## src/rtl/if_bus_ctrl.sv

```systemverilog
// Instruction-fetch bus master feeding the IF pipeline register.
// Optional ACCESS timeout is built when IF_BUS_TIMEOUT_EN is defined.
module if_bus_ctrl #(
  parameter int unsigned TIMEOUT_CYCLES = 255,
  localparam int WORD_ADDR_W = 30,
  localparam int WORD_DATA_W = 32
) (
  input  logic                   clk,
  input  logic                   reset,
  input  logic                   stall,
  input  logic                   flush,
  input  logic [WORD_ADDR_W-1:0] addr,
  input  logic                   as_,
  output logic [WORD_DATA_W-1:0] insn,
  output logic                   busy,
  output logic                   bus_err,
  output logic                   bus_req_,
  input  logic                   bus_grnt_,
  output logic [WORD_ADDR_W-1:0] bus_addr,
  output logic                   bus_as_,
  output logic                   bus_rw,
  input  logic [WORD_DATA_W-1:0] bus_rd_data,
  input  logic                   bus_rdy_
);

  localparam logic READ = 1'b1;

  typedef enum logic [1:0] {
    IDLE,
    REQ,
    ACCESS,
    STALL
  } state_t;

  state_t                 state, state_n;
  logic                   req_n, as_n;
  logic [WORD_ADDR_W-1:0] addr_n;
  logic [WORD_DATA_W-1:0] hold, hold_n;
  logic                   drop, drop_n;
  logic                   tmo;

  assign bus_rw  = READ;
  assign bus_err = tmo;

`ifdef IF_BUS_TIMEOUT_EN
  logic [7:0] cnt;

  assign tmo = (state == ACCESS) && bus_rdy_ &&
               (cnt == 8'(TIMEOUT_CYCLES - 1));

  // Wait counter: cleared on ACCESS entry and on timeout
  always_ff @(posedge clk or posedge reset) begin
    if (reset)
      cnt <= '0;
    else if (state == REQ && !bus_grnt_)
      cnt <= '0;
    else if (tmo)
      cnt <= '0;
    else if (state == ACCESS && bus_rdy_)
      cnt <= cnt + 8'd1;
  end
`else
  logic [7:0] unused_to;

  assign unused_to = 8'(TIMEOUT_CYCLES);
  assign tmo       = 1'b0;
`endif

  // State and registered bus-side outputs
  always_ff @(posedge clk or posedge reset) begin
    if (reset) begin
      state    <= IDLE;
      bus_req_ <= 1'b1;
      bus_as_  <= 1'b1;
      bus_addr <= '0;
      hold     <= '0;
      drop     <= 1'b0;
    end else begin
      state    <= state_n;
      bus_req_ <= req_n;
      bus_as_  <= as_n;
      bus_addr <= addr_n;
      hold     <= hold_n;
      drop     <= drop_n;
    end
  end

  // Next-state, next bus values and fetch-side outputs
  always_comb begin
    state_n = state;
    req_n   = bus_req_;
    as_n    = 1'b1;
    addr_n  = bus_addr;
    hold_n  = hold;
    drop_n  = drop;
    insn    = '0;
    busy    = 1'b0;
    unique case (state)
      IDLE: begin
        if (!as_ && !flush) begin
          state_n = REQ;
          req_n   = 1'b0;
          addr_n  = addr;
          busy    = 1'b1;
        end
      end
      REQ: begin
        busy = 1'b1;
        if (flush)
          drop_n = 1'b1;
        if (!bus_grnt_) begin
          state_n = ACCESS;
          as_n    = 1'b0;
        end
      end
      ACCESS: begin
        if (!bus_rdy_) begin
          insn    = (drop || flush) ? '0 : bus_rd_data;
          hold_n  = (drop || flush) ? '0 : bus_rd_data;
          drop_n  = 1'b0;
          req_n   = 1'b1;
          state_n = stall ? STALL : IDLE;
        end else if (tmo) begin
          drop_n  = 1'b0;
          req_n   = 1'b1;
          state_n = IDLE;
        end else begin
          busy = 1'b1;
          if (flush)
            drop_n = 1'b1;
        end
      end
      STALL: begin
        insn = hold;
        if (!stall || flush)
          state_n = IDLE;
      end
    endcase
  end

endmodule

```

## config.mk

```make
export PLATFORM = sky130hd
export DESIGN_NAME = if_bus_ctrl
export DESIGN_NICKNAME = d
export VERILOG_FILES = /design/src/rtl/if_bus_ctrl.sv
export SDC_FILE = /design/constraint.sdc
export NUM_CORES = 1
export LEC_CHECK = 0
export CORE_UTILIZATION = 37
export CTS_CLUSTER_SIZE = 24
export DETAILED_ROUTE_END_ITERATION = 7
export PLACE_DENSITY = 0.87
export SYNTH_ARGS = -nofsm -noshare
export SYNTH_HDL_FRONTEND = slang
export SYNTH_SLANG_ARGS = --single-unit
```

## constraint.sdc

```tcl
create_clock -name clk -period 1.8 [get_ports clk]
set_clock_uncertainty 0.05 [all_clocks]
set_input_delay 0.27 -clock clk [delete_from_list [all_inputs] [get_ports clk]]
set_output_delay 0.27 -clock clk [all_outputs]
set_load 0.005 [all_outputs]
```

==> impl_metrics.yaml, run 1 <==
synthesis:
  synthArstFlopShare: 1.00
  yosysSeqAreaShare: 0.568
  ys_seq_elements: 67
  ys_types: 27
  synth_area_per_cell_um2: 13.8
  synth_area_leader_cell: "dfrtp_1"
  synthesis.nets: 289
  synth_cells: 214
  synth_area_leaders: "dfrtp_1, a22o_1, mux2_1"
  synth_edf_count: 0
  synth_ff_type: "dfrtp_1"
  netlist_top_cells_count: "dfrtp_1, a22o_1, mux2_1"
  syn_area_um2: 2960
  synth.most_common_cell: "dfrtp_1"
  synth_warnings: 0
  synth_top_area_share: 0.550
critical_path:
  path_max_fanout: 6
  crit_chain: "inv_2, ha_4, nand2b_4, nor3_4, buf_12, buf_16, buf_12, a22o_1, buf_2"
  critPathArrivalTime_ns: 1.79
  cp.required_ns: 1.48
  cp_slowest_cell: "dfrtp_1"
  rrSetupSlack_ns: -0.19
  path_buf_inv: 5
  crit_family: "buffers and inverters"
  cp-end-kind: "primary output"
  crit_type: "register to primary output"
  crit_path_start_kind: "register"
  crit_top_cell: "buf_12"
  crit_path_max_incr_delay_ns: 0.39
timing:
  drv_slew: 0
  hold_violations: 0
  period_needed_ns: 2.11
  rsz0062_at_grt: "yes"
  setup_viol: 78
  min_period_over_period: 1.17
  setup_ws_ns: -0.313
  fmax_ghz: 0.473
  hold_slack_ns: 0.338
global_route:
  track_usage: 0.214
  grt.overflow.total: 0
  grt_max_degree: 36
  grt_pass1_vias: 2696
  antenna_found_initial: 0
  grt_pass1_wl_mm: 13.6
pwr:
  p_seq_frac: 0.380
  intPower_uw: 4570
  clock_power_share: 0.187
  powerDensity_nw_per_um2: 1280
  ir_worst_vdd_uv: 490
  leakagePower_uw: 0.00234
  combPwrFrac: 0.433
  p_switching_uw: 1880
  switching_share: 0.292
cells_and_area:
  area_growth_pct: 70.0
  post-route-util: 0.651
  nets: 453
  drive_gt1_frac: 0.321
  antenna_cells: 0
drt:
  avgViaCountPerCell: 5.21
  wl_per_cell_um: 18.1
  drtIter0Drc: 54
  routed_wl_mm: 8.79
  drc: 0
  dr_total_vias: 2525
  ant_nets: 0
  first_pass_iters: 4
floorplanning:
  start_util: 0.383
  die_y_um: 91.4
  dieArea_um2: 8360
  io_pins: 136
  core-area_um2: 7730
  rows: 32
  die_w_um: 91.4
clock_tree:
  cts.sinks: 67
  cts_root_buffer: "clkbuf_8"
  clockBufferDepth: 2
  cts.htree.levels: 3
  clkTransAtPathRegs_ns: 0.08
  clkLatencyLatePin_ns: 0.33
  numCtsBuffers: 9
  holdBufCountCts: 0
  cts_tree: "built"
placement:
  io_buffer_count: 133
  place.gp.congestion: 0.767
  hpwlAfterDp_mm: 5.06
worst_hold_path:
  hold_path.class: "input port to asynchronous set/reset pin"
run:
  drv_cap: 0
run_status:
  status: "finished with violations"
  violations: "setup timing"
==> routing by layer <==
layer | vias up | GRT usage | wire length, um
met4 | 0 | 0.0648 | 113
met2 | 116 | 0.393 | 4640
met3 | 13 | 0.0578 | 489
met5 | - | 0 | 0
li1 | 1135 | - | -
met1 | 1261 | 0.239 | 3540
==> cell usage in the layout (no fill, tap or decap), types with 2 or more instances in the layout <==
| cell type | Yosys | routed |
|---|---|---|
| a21oi_1 | 3 | 3 |
| a22o_1 | 64 | 64 |
| buf_12 | 0 | 8 |
| buf_16 | 0 | 5 |
| buf_2 | 3 | 33 |
| buf_4 | 2 | 16 |
| buf_6 | 7 | 6 |
| buf_8 | 0 | 2 |
| bufbuf_16 | 0 | 2 |
| clkbuf_8 | 0 | 9 |
| clkdlybuf4s50_1 | 0 | 100 |
| clkinv_2 | 0 | 3 |
| clkinvlp_4 | 0 | 3 |
| conb_1 | 2 | 2 |
| dfrtp_1 | 65 | 65 |
| dfstp_2 | 2 | 2 |
| ha_1 | 6 | 4 |
| ha_4 | 0 | 2 |
| inv_1 | 5 | 2 |
| inv_2 | 0 | 2 |
| mux2_1 | 30 | 7 |
| mux2_4 | 0 | 23 |
| nand2_1 | 2 | 2 |
| nand2b_1 | 3 | 2 |
| o21ai_1 | 2 | 2 |
==> registers in the layout (all words and copies together) (netlist names) <==
signal and flops:
hold 32, bus_req_ 1, bus_addr 30, state 2, drop 1, bus_as_ 1
==> power by group through the flow <==
stage	clock [uW]	sequential, uW	combinational [uW]
finish	1210	2460	2790
global route	1310	2520	2980
CTS	1220	2430	2710
detailed placement	0	2430	2320
global placement	0	2400	2250
floorplan	0	2430	925
==> cells by family after synthesis <==
group / Yosys count / synth area share
AOI/OAI and AO/OA: 73 / 0.208
adders and majority gates: 6 / 0.0254
buffers and inverters: 24 / 0.0520
DFF: 67 / 0.568
muxes: 31 / 0.118
other: 2 / 0.00254
and+or+nand+nor: 11 / 0.0271
==> stage by stage <==
step | total power [uW] | area (um2) | setup TNS, ns | worst slack, ns | instances
after detailed placement | 4760 | 4490 | -25.66 | -0.580 | 451
after global placement | 4650 | 4490 | -23.98 | -0.550 | 451
final | 6460 | 5030 | -13.05 | -0.313 | 485
after CTS | 6360 | 5040 | -12.80 | -0.334 | 486
after global routing | 6810 | 5030 | -19.03 | -0.403 | 485
after floorplan | 3360 | 2970 | -2.17 | -0.0795 | 214
==> worst min-delay path, cell delays in order <==
cell	delay, ns
clkdlybuf4s50_1	0.44
clkinvlp_4	0.09
buf_4	0.35
==> what timing repair did <==
action / CTS / global route
setup endpoints to repair: 63 / 79
cloned: 9 / 0
resized for setup: 170 / 12
setup buffers: 10 / 2
pin swaps: 27 / 18
==> layout make-up <==
type                       instances  area (um2)
fill                             571        2700
timing repair buffer             172        1750
sequential                        67        1680
multi-input combinational        123        1260
tap                              102         128
clock buffer                       9         124
clock inverter                     7        68.8
inverter                           5        22.5
==> path summary, 6_finish.rpt <==
path / start / end / depth (start not counted)
worst min-delay path: reset / bus_addr[28] / 3
worst max register to register: state[1] / bus_addr[15] / 9
min in group clk: bus_req_ / bus_req_ / 2
worst min register to register: bus_req_ / bus_req_ / 2
worst max-delay path: state[0] / insn[20] / 9
max in group asynchronous: reset / hold[11] / 3
(Power assumes the default switching activity.)
==> run 2: changes to the inputs <==
--- a/config.mk
+++ b/config.mk
@@ -5,10 +5,10 @@
 export SDC_FILE = /design/constraint.sdc
 export NUM_CORES = 1
 export LEC_CHECK = 0
-export CORE_UTILIZATION = 37
+export CORE_UTILIZATION = 40
 export CTS_CLUSTER_SIZE = 24
 export DETAILED_ROUTE_END_ITERATION = 7
-export PLACE_DENSITY = 0.87
+export PLACE_DENSITY = 0.83
 export SYNTH_ARGS = -nofsm -noshare
 export SYNTH_HDL_FRONTEND = slang
 export SYNTH_SLANG_ARGS = --single-unit
==> constraint.sdc (replaced) <==
create_clock -name clk -period 2.5 [get_ports clk]
set_clock_uncertainty 0.05 [all_clocks]
set_input_delay 0.375 -clock clk [delete_from_list [all_inputs] [get_ports clk]]
set_output_delay 0.375 -clock clk [all_outputs]
set_load 0.005 [all_outputs]
==> run 2 against run 1 <==
Net effect:
- the flow now finishes without violations
- register-to-register slack better by 0.73 ns
- clock-buffer cell count up 1
- power down 33%
- global-route usage down 1.7 points
- combinational power down 42%
- final cell count down 3.1%
- first-iteration DRC count up 1.9%
- design area down 4.6%
- clock power down 18%
- utilization up 3.7 points
- non-clock buffer count down 9
- largest power group is now registers
- critical endpoint is now insn[9]
- worst setup slack better by 0.38 ns
- highest routed layer unchanged
==> impl_metrics.yaml, run 2 (synthesis gave the netlist of run 1 again) <==
cells_and_area:
  regMostFlops: "hold"
  nets: 444
  antenna_cells: 0
  final_common_cell: "clkdlybuf4s50_1"
  reg_top3: "hold: 32 flops, bus_addr: 30 flops, state: 2 flops"
  largest_register_ff_count: 32
  layout_common_cells: "clkdlybuf4s50_1, dfrtp_1, a22o_1"
  design_area_um2: 4800
  area_growth_pct: 62.3
  drive_gt1_frac: 0.150
critical_path:
  crit_path_start_kind: "register"
  reg2reg_from: "state[1]"
  crit_type: "register to primary output"
  cp-startpoint: "state[1]"
  cp.required_ns: 2.08
  critPathArrivalTime_ns: 2.01
  path_max_fanout: 9
  cp-end-kind: "primary output"
drt:
  dr_total_vias: 2369
  drc: 0
  avgViaCountPerCell: 5.04
  wl_per_cell_um: 15.6
  ant_nets: 0
  first_pass_iters: 4
  drtIter0Drc: 55
  routed_wl_mm: 7.33
placement:
  place_area_um2: 4410
  io_buffer_count: 133
  pre_cts_slack_ns: -0.0364
  place.gp.congestion: 0.743
  hpwlAfterDp_mm: 5.08
clock_tree:
  numCtsBuffers: 9
  cts.sinks: 67
  cts_root_buffer: "clkbuf_8"
  clkLatencyLatePin_ns: 0.33
  cts_tree: "built"
  clkTransAtPathRegs_ns: 0.08
  cts.htree.levels: 3
  clockBufferDepth: 2
pwr:
  leakagePower_uw: 0.00227
  p_total_uw: 4350
  powerDensity_nw_per_um2: 906
  ir_worst_vdd_uv: 403
global_route:
  antenna_found_initial: 0
  grt_max_degree: 38
  grt.overflow.total: 0
  grt_pass1_vias: 2376
  track_usage: 0.197
  grt_pass1_wl_mm: 11.4
floorplanning:
  dieArea_um2: 7740
  rows: 30
  die_w_um: 88.0
  start_util: 0.424
  core-area_um2: 6980
  io_pins: 136
  die_y_um: 88.0
timing:
  fmax_ghz: 0.411
  setup_ws_ns: 0.0686
  setup_viol: 0
  period_needed_ns: 2.43
  min_period_over_period: 0.973
  drv_slew: 0
  fin_tns_setup_ns: 0
  rsz0062_at_grt: "yes"
  hold_violations: 0
run:
  drv_cap: 0
worst_hold_path:
  hold_path.class: "input port to asynchronous set/reset pin"
run_status:
  status: "complete, no violations"
## run 2: changes by cell type in the layout (fill, tap and decap cells not counted), sizes merged
cell | before | now
clkdlybuf4s50 | 100 | 101
bufinv | 1 | 2
bufbuf | 2 | 1
clkinvlp | 3 | 0
dlygate4sd2 | 0 | 30
buf | 70 | 29
clkdlybuf4s15 | 0 | 2
clkinv | 4 | 3
inv | 4 | 6
clkbuf | 9 | 10
## run 2: cell type report
class / instances / area, um2
Fill cell: 522 / 2180
Sequential cell: 67 / 1680
Timing Repair Buffer: 163 / 1620
Multi-Input combinational cell: 123 / 1140
Clock buffer: 10 / 138
Tap cell: 96 / 120
Clock inverter: 6 / 87.6
Inverter: 5 / 18.8
## run 2: through the flow
stage	utilization	hold slack, ns	cells
final	0.687	0.212	470
after global routing	0.687	0.210	470
after CTS	0.682	0.205	466
after detailed placement	0.631	0.423	436
after global placement	0.631	0.414	436
after floorplan	-	0.414	214
## run 2: path summary, 6_finish.rpt
check	cells after the start	to	slack [ns]
min in group clk	2	bus_req_	0.43
worst max register to register	5	bus_addr[8]	0.54
worst min register to register	2	bus_req_	0.43
worst min-delay path	2	bus_addr[16]	0.21
worst max-delay path	9	insn[9]	0.07
max in group asynchronous	3	bus_as_	1.58
## run 2: what timing repair did
action	4_1_cts	5_1_grt
hold buffers	0	0
gates cloned	2	0
gates resized for setup	41	2
endpoints found under the setup margin	32	27
buffers inserted	12	4
pin swaps	1	2
## run 2: layer usage
layer,GRT usage,up-vias,routed length [um]
met5,0,-,0
met1,0.252,1136,3260
met2,0.313,105,3290
met3,0.0556,6,692
li1,-,1122,-
met4,0.0864,0,88
## run 2: critical path, stage by stage, from the launching register on
cell             delay, ns
dfrtp_1               0.43
ha_2                  0.23
nand2b_4              0.08
nor3_4                0.04
buf_6                 0.12
buf_12                0.12
buf_4                 0.14
buf_4                 0.13
a22o_1                0.18
clkdlybuf4s15_2       0.21
## run 2: power breakdown
| part | switching [uW] | total, uW | internal, uW |
|---|---|---|---|
| logic | 581 | 1620 | 1040 |
| clock network | 402 | 993 | 590 |
| registers | 225 | 1740 | 1510 |
